File: config.mk
export PLATFORM = sky130hd
export DESIGN_NAME = mem_arbiter
export DESIGN_NICKNAME = d
export VERILOG_FILES = /design/src/rtl/mem_arbiter.sv
export SDC_FILE = /design/constraint.sdc
export NUM_CORES = 1
export LEC_CHECK = 0
export CAP_MARGIN = 20
export CORE_MARGIN = 1.5
export CORE_UTILIZATION = 35
export CTS_CLUSTER_DIAMETER = 150
export DETAILED_ROUTE_END_ITERATION = 16
export PLACE_DENSITY_LB_ADDON = 0.08
export RECOVER_POWER = 25
export SLEW_MARGIN = 20
export SYNTH_ARGS = -nofsm -noshare
export SYNTH_HDL_FRONTEND = slang
export SYNTH_SLANG_ARGS = --single-unit
File: constraint.sdc
create_clock -name clk -period 5.4 [get_ports clk]
set_input_delay 1.62 -clock clk [delete_from_list [all_inputs] [get_ports clk]]
set_output_delay 1.62 -clock clk [all_outputs]
set_load 0.02 [all_outputs]
File: src/rtl/mem_arbiter.sv
// Two-requester arbiter for a single-port RAM: data has priority, but fetch is
// granted after MAX_STREAK consecutive data grants it has waited through.
module mem_arbiter #(
  parameter int AW         = 32,
  parameter int DW         = 32,
  parameter int RD_LATENCY = 1,
  parameter int MAX_STREAK = 4
) (
  input  logic          clk,
  input  logic          reset,
  input  logic          f_req_i,
  input  logic [AW-1:0] f_addr_i,
  output logic          f_ack_o,
  output logic [DW-1:0] f_rdata_o,
  input  logic          d_req_i,
  input  logic          d_we_i,
  input  logic [AW-1:0] d_addr_i,
  input  logic [DW-1:0] d_wdata_i,
  output logic          d_ack_o,
  output logic [DW-1:0] d_rdata_o,
  output logic          we_o,
  output logic [AW-1:0] addr_o,
  output logic [DW-1:0] data_o,
  input  logic [DW-1:0] data_i,
  output logic          busy_o
);

  localparam int SW = $clog2(MAX_STREAK + 1);

  typedef enum logic [1:0] {IDLE, ACCESS, RESP} state_t;

  state_t        state;
  logic [SW-1:0] streak;
  logic [2:0]    lat_cnt;
  logic          sel_data;
  logic          cur_we;
  logic          grant_data;

  // Data wins any contest unless fetch has already sat through MAX_STREAK data grants.
  assign grant_data = d_req_i && !(f_req_i && (streak == SW'(MAX_STREAK)));
  assign busy_o     = (state != IDLE);

  always_ff @(posedge clk) begin
    if (reset) begin
      state     <= IDLE;
      streak    <= '0;
      lat_cnt   <= '0;
      sel_data  <= 1'b0;
      cur_we    <= 1'b0;
      we_o      <= 1'b0;
      addr_o    <= '0;
      data_o    <= '0;
      f_ack_o   <= 1'b0;
      d_ack_o   <= 1'b0;
      f_rdata_o <= '0;
      d_rdata_o <= '0;
    end else begin
      case (state)
        IDLE: begin
          if (d_req_i || f_req_i) begin
            sel_data <= grant_data;
            cur_we   <= grant_data && d_we_i;
            we_o     <= grant_data && d_we_i;
            addr_o   <= grant_data ? d_addr_i : f_addr_i;
            data_o   <= grant_data ? d_wdata_i : '0;
            lat_cnt  <= 3'(RD_LATENCY);
            streak   <= (grant_data && f_req_i) ? SW'(streak + 1'b1) : '0;
            state    <= ACCESS;
          end
        end
        ACCESS: begin
          we_o <= 1'b0;
          // Stores finish after one cycle; loads wait out the RAM read latency.
          if (cur_we || (lat_cnt == 3'd0)) begin
            if (!cur_we) begin
              if (sel_data) d_rdata_o <= data_i;
              else          f_rdata_o <= data_i;
            end
            addr_o  <= '0;
            data_o  <= '0;
            f_ack_o <= !sel_data;
            d_ack_o <= sel_data;
            state   <= RESP;
          end else begin
            lat_cnt <= lat_cnt - 3'd1;
          end
        end
        RESP: begin
          f_ack_o <= 1'b0;
          d_ack_o <= 1'b0;
          state   <= IDLE;
        end
        default: state <= IDLE;
      endcase
    end
  end

endmodule

Word-level counts from Yosys, hierarchy flattened
Cells that the tools add are included.
{"block": "classes", "addsub": 2, "mul": 0, "div_mod_pow": 0, "order_cmp": 0, "eq_ne": 6, "n_shift": 0, "n_mux": 20, "bitwise": 2, "n_reduce_logical": 21}
{"op": "2-to-1 mux 32 bit", "count": 5}
{"op": "one-hot mux 32 bit (2 select lines)", "count": 2}
{"op": "2-to-1 mux 3 bit", "count": 3}
{"op": "AND reduction 2 bit", "count": 4}
{"op": "AND reduction 4 bit", "count": 2}
{"op": "inequality test 2 bit (second input constant)", "count": 3}
{"op": "one-hot mux 1 bit (2 select lines)", "count": 3}
{"op": "one-hot mux 3 bit (2 select lines)", "count": 1}
{"op": "AND reduction 3 bit", "count": 2}
{"op": "nonzero test 2 bit", "count": 3}
{"op": "logical AND 1 bit", "count": 4}
{"op": "2-to-1 mux 2 bit", "count": 2}
{"op": "one-hot mux 2 bit (2 select lines)", "count": 1}
{"op": "adder 3 x 1 -> 3 bit (second input constant)", "count": 1}
{"op": "equality test 3 bit (second input constant)", "count": 1}
{"op": "zero test 3 bit", "count": 1}
{"op": "2-to-1 mux 1 bit", "count": 3}
{"op": "subtractor 3 x 1 -> 3 bit (second input constant)", "count": 1}
{"op": "equality test 2 x 1 -> 1 bit (second input constant)", "count": 1}
{"op": "equality test 2 bit (second input constant)", "count": 1}
{"op": "zero test 1 bit", "count": 2}
{"op": "zero test 2 bit", "count": 1}
{"op": "logical OR 1 bit", "count": 2}
{"op": "NOT 1 bit", "count": 2}
{"block": "totals", "reg_bits": 141, "latchBits": 0, "ramBits": 0, "rom_bits": 0, "in_bits": 133, "out_inout_bits": 132, "elab_cells": 63, "memories": 0}

Logic depth before layout (Yosys ltp)
{"block": "depth", "ltp_word": 7, "ltp_mapped": 8, "mapped_depth_nobuf": 6}

Least setup slack after synthesis
OpenSTA, ideal clock, no wires.
{"block": "synth_path", "path_kind": "in2reg", "start": "input f_req_i", "end": "register data_o[10]", "setup_ns": 0.117, "arrival_time_ns": 2.565, "required_time_ns": 5.283, "setup_slack_ns": 2.718, "stages": 7, "n_path_buf": 3, "cell_sequence": "nor2_1 -> o21ba_1 -> buf_6 -> and2_4 -> buf_6 -> buf_6 -> a22o_1"}
{"block": "synth_via", "elab_chain_len": 6, "elab_cells_between_ends": 9, "classes_between": "eq/ne: 1; mux: 3; reduce/logical: 5"}
{"element": "from (decl)", "line": "11", "text": "input logic f_req_i,"}
{"element": "logical AND 1 bit", "line": "40", "text": "assign grant_data = d_req_i && !(f_req_i && (streak == SW'(MAX_STREAK)));"}
{"element": "zero test 1 bit", "line": "40"}
{"element": "logical AND 1 bit", "line": "40"}
{"element": "2-to-1 mux 32 bit", "line": "65", "text": "data_o <= grant_data ? d_wdata_i : '0;"}
{"element": "2-to-1 mux 32 bit", "line": "60", "text": "if (d_req_i || f_req_i) begin"}
{"element": "one-hot mux 32 bit (2 select lines)", "line": "58", "text": "case (state)"}
{"element": "to (signal assigned)", "line": "65"}
{"element": "to (decl)", "line": "23", "text": "output logic [DW-1:0] data_o,"}
Parallel ways exist; a longest one is shown, timed or not. The select of a mux whose other input is x is not followed.
A chain may end at the register's enable or synchronous reset.

Worst setup path after layout
{"block": "layout_path", "start": "register state[1]", "end": "output busy_o"}
{"block": "layout_via", "elab_chain_len": 1}
{"element": "from (decl)", "line": "32", "text": "state_t state;"}
{"element": "from (signal assigned)", "line": "45", "text": "state <= IDLE;"}
{"element": "from (signal assigned)", "line": "68", "text": "state <= ACCESS;"}
{"element": "from (signal assigned)", "line": "83", "text": "state <= RESP;"}
{"element": "nonzero test 2 bit", "line": "41", "text": "assign busy_o = (state != IDLE);"}
{"element": "to (decl)", "line": "25", "text": "output logic busy_o"}
Every way passes these cells.

==> results.md <==
* Outcome: complete, no violations
* Critical Path Fanout Max at 7
* Hold slack at 0.453 ns
* Core area at roughly 14000 um^2
* Largest net degree at the start of global routing at 77
* RR Startpoint: lat_cnt[0]
* Largest family of logic cells by synthesized area: simple AND/OR/NAND/NOR gates
* Tcrit/Tclk final at 63.5%
* Routed wire length at 16100 um
* Final Hold Vio Count at 0
* Commonest cells in the netlist: dfxtp_1, nand2_1, nand3_1, a21oi_1, clkbuf_1
* Starting Density at 35.8%
* Pwr/cell area at between 300 and 400 nW/um^2
* Vias in the first global route at between 5000 and 6000
* Antenna viol nets, final at 0
* Mapped Cells at 604
* Final setup fails at 0
* H-tree Lvls at 4
* Final Skew at about 0.0077 ns
* Critical path's slowest cell: clkdlybuf4s50_1
* CP startpoint kind: flop
* Crit Path Class: reg2out
* WHS Path Cells at 2
* WP data required at 3.78 ns
* CTS resizes at 0
* Maxcap violations at 0
* Final Net Count at 983
* Hold Path End: d_rdata_o[21]
* FP Rows at 44
* # DRC at 0
* Seq pwr share at 39.4%
* Cell Int Power at approximately 0.0022 W
* Hold Crit Class: reg2reg
* Synth Flop Type: dfxtp_1
* Combinational fraction of design power at 18.2%
* Layout cell share with drive strength beyond 1 at under 10%
* Area grow syn2layout at 64.5%
* Sw Pwr at about 0.00077 W
* Worst r2r path cells at 7
* CP cell instances: or2_1, clkdlybuf4s50_1
* Reg2reg end: f_rdata_o[12]
* Synth area leader: dfxtp_1
* Grt ovf at 0
* Die height at ~120 um
* CTS sink cnt at about 140
* Mapped Area at just over 5000 um^2
* CP max stage delay at 0.70 ns
* Post-CTS Hold Fix Bufs at 0
* Die area at 15600 um^2
* Maximum clock path buffer count at 2
* Maximum clock rate at roughly 300 MHz
* Synth Area in Compound Gates at 13.4%
* Number of post-CTS setup repair buffers at 0
* Yosys top cell area share at 54.4%
* Hold wc startpoint: d_rdata_o[21]
* RSZ-0062 raised after global routing: no
* Drt pass-1 iters at 5
* GPL Wtd Cong at 0.802
* Inserted Clock Buffers at 17
* Placed Area at around 7900 um^2
* Avg Inst Size Synth at 8.58 um^2
* Antenna fix cells at 0
* Worst setup EP type: output port
* Part of the power in the clock network at 42.4%
* Layout fillers at 1276
* Simple-Gate Fraction of Synth Area at 25.7%
* Overall power at 0.00292 W
* HPWL after DPL at 10900 um
* Max VDD drop at approximately 0.00023 V
* Yosys reg bits at 141
* Gr usage total at 20.5%
* Pins Over Slew Limit at 0
* DR iter-0 viols at between 300 and 400
* IO Count at about 270
* Setup TNS at 0 ns
* Yosys Warn Count at 0
* Most frequent cell after synthesis: dfxtp_1
* CTS tree: built
* First-pass GRT wire length at about 26000 um
* Final min period at 3.43 ns
* Synth Area in Adders at less than 1%
* Post-synth EDFFs at 0
* IO Port Bufs at between 200 and 300
* Crit path DAT at 1.81 ns
* Skew-Pair Late Insertion Delay at about 0.42 ns
* Asr flop ratio synth at 0%
* Die width at 125 um
* Final instance area at 8530 um^2
* Avg WL per Cell at about 15 um
* Slew headroom at 44.1%
* R2R Setup Slk at around 3.3 ns
* Vias per cell at 5.01
* Clock Tree Root: clkbuf_16
* Reg clk slew, reported paths at 0.06 ns
* Post-synth cell types at 33
* Mapped Nets at 741
* Net Sw Frac at 26.2%
* Post-synthesis mux area share at 0.410%
* Initial antenna violation count at 0
* Worst-margin pin slew at 0.838 ns
* Xor/xnor share of the synthesized area at less than 1%
* Final Util at roughly three fifths
* Synth area leaders: dfxtp_1, nand3_1, nand2_1, a21oi_1, a22o_1
* DR vias at 5225
* Leak at ~3.2 nW
* Seq/Total Area, Yosys at a little over half
## layout make-up
class	instances	area, um^2	area share, %
clock inverter	14	193	2.26
timing repair buffer	273	2710	31.7
multi-input combinational	409	2130	24.9
tap	184	230	2.70
inverter	4	15.0	0.176
sequential	141	2820	33.1
clock buffer	18	439	5.15
## worst max-delay path by stage
stage / start / end / slack [ns] / cells past startpoint
2_1_floorplan: f_req_i / data_o[10] / 2.72 / 7
3_3_place_gp: f_req_i / data_o[19] / 1.78 / 5
3_5_place_dp: f_req_i / data_o[30] / 1.68 / 5
4_1_cts: state[1] / busy_o / 1.94 / 2
5_1_grt: f_req_i / data_o[30] / 1.86 / 5
6_report: state[1] / busy_o / 1.97 / 2
## cell usage in the layout, fill, tap and decap left out, types with 2 or more instances in the layout
master and count:
clkdlybuf4s50_1 262, clkinv_4 5, nand3b_1 2, nand2_1 132
nor3_4 2, dfxtp_1 141, nand2b_1 2, nor2_1 11
a22o_1 33, buf_4 9, nand3_1 129, clkbuf_16 17
clkinv_2 4, a21o_1 2, inv_1 4, and2_1 2
a21oi_1 68, nor3_1 3, ha_1 4, a32o_1 2
bufinv_16 4
## stage by stage
step / setup slack, ns / std cells
3_3_place_gp: 1.78 / 1011
4_1_cts: 1.94 / 1043
3_5_place_dp: 1.68 / 1011
5_1_grt: 1.86 / 1043
2_1_floorplan: 2.72 / 604
6_report: 1.97 / 1043
## metal layers
layer,track usage (%),routed length [um]
met3,7.73,1440
met1,23.9,6760
met2,34.3,7600
met5,0,0
met4,7.51,282
## kinds of logic after synthesis
group | after synthesis
AO/OA/AOI/OAI | 109
adder cells (fa/ha/maj) | 4
XOR/XNOR | 1
multiplexers | 2
flip-flops | 141
AND/OR/NAND/NOR | 293
buffers and inverters | 54
## sequential cells by signal (all words and copies together) (netlist names)
name       cells
f_rdata_o     32
data_o        32
f_ack_o        1
state          2
d_ack_o        1
cur_we         1
we_o           1
d_rdata_o     32
streak         3
addr_o        32
lat_cnt        3
sel_data       1
## power groups by stage
stage | Sequential [W] | Combinational (W) | Clock [W]
2_1_floorplan | 0.00125 | 0.000178 | 0
3_3_place_gp | 0.00117 | 0.000525 | 0
3_5_place_dp | 0.00117 | 0.000533 | 0
4_1_cts | 0.00115 | 0.000535 | 0.00127
6_report | 0.00115 | 0.000531 | 0.00124
5_1_grt | 0.00116 | 0.000569 | 0.00132
## critical path, delay by kind of cell (launching register included)
| kind | cells | cell delay, ns |
|---|---|---|
| buffers and inverters | 1 | 0.70 |
| flip-flops | 1 | 0.36 |
| AND/OR/NAND/NOR | 1 | 0.34 |
(Power assumes the default switching activity.)
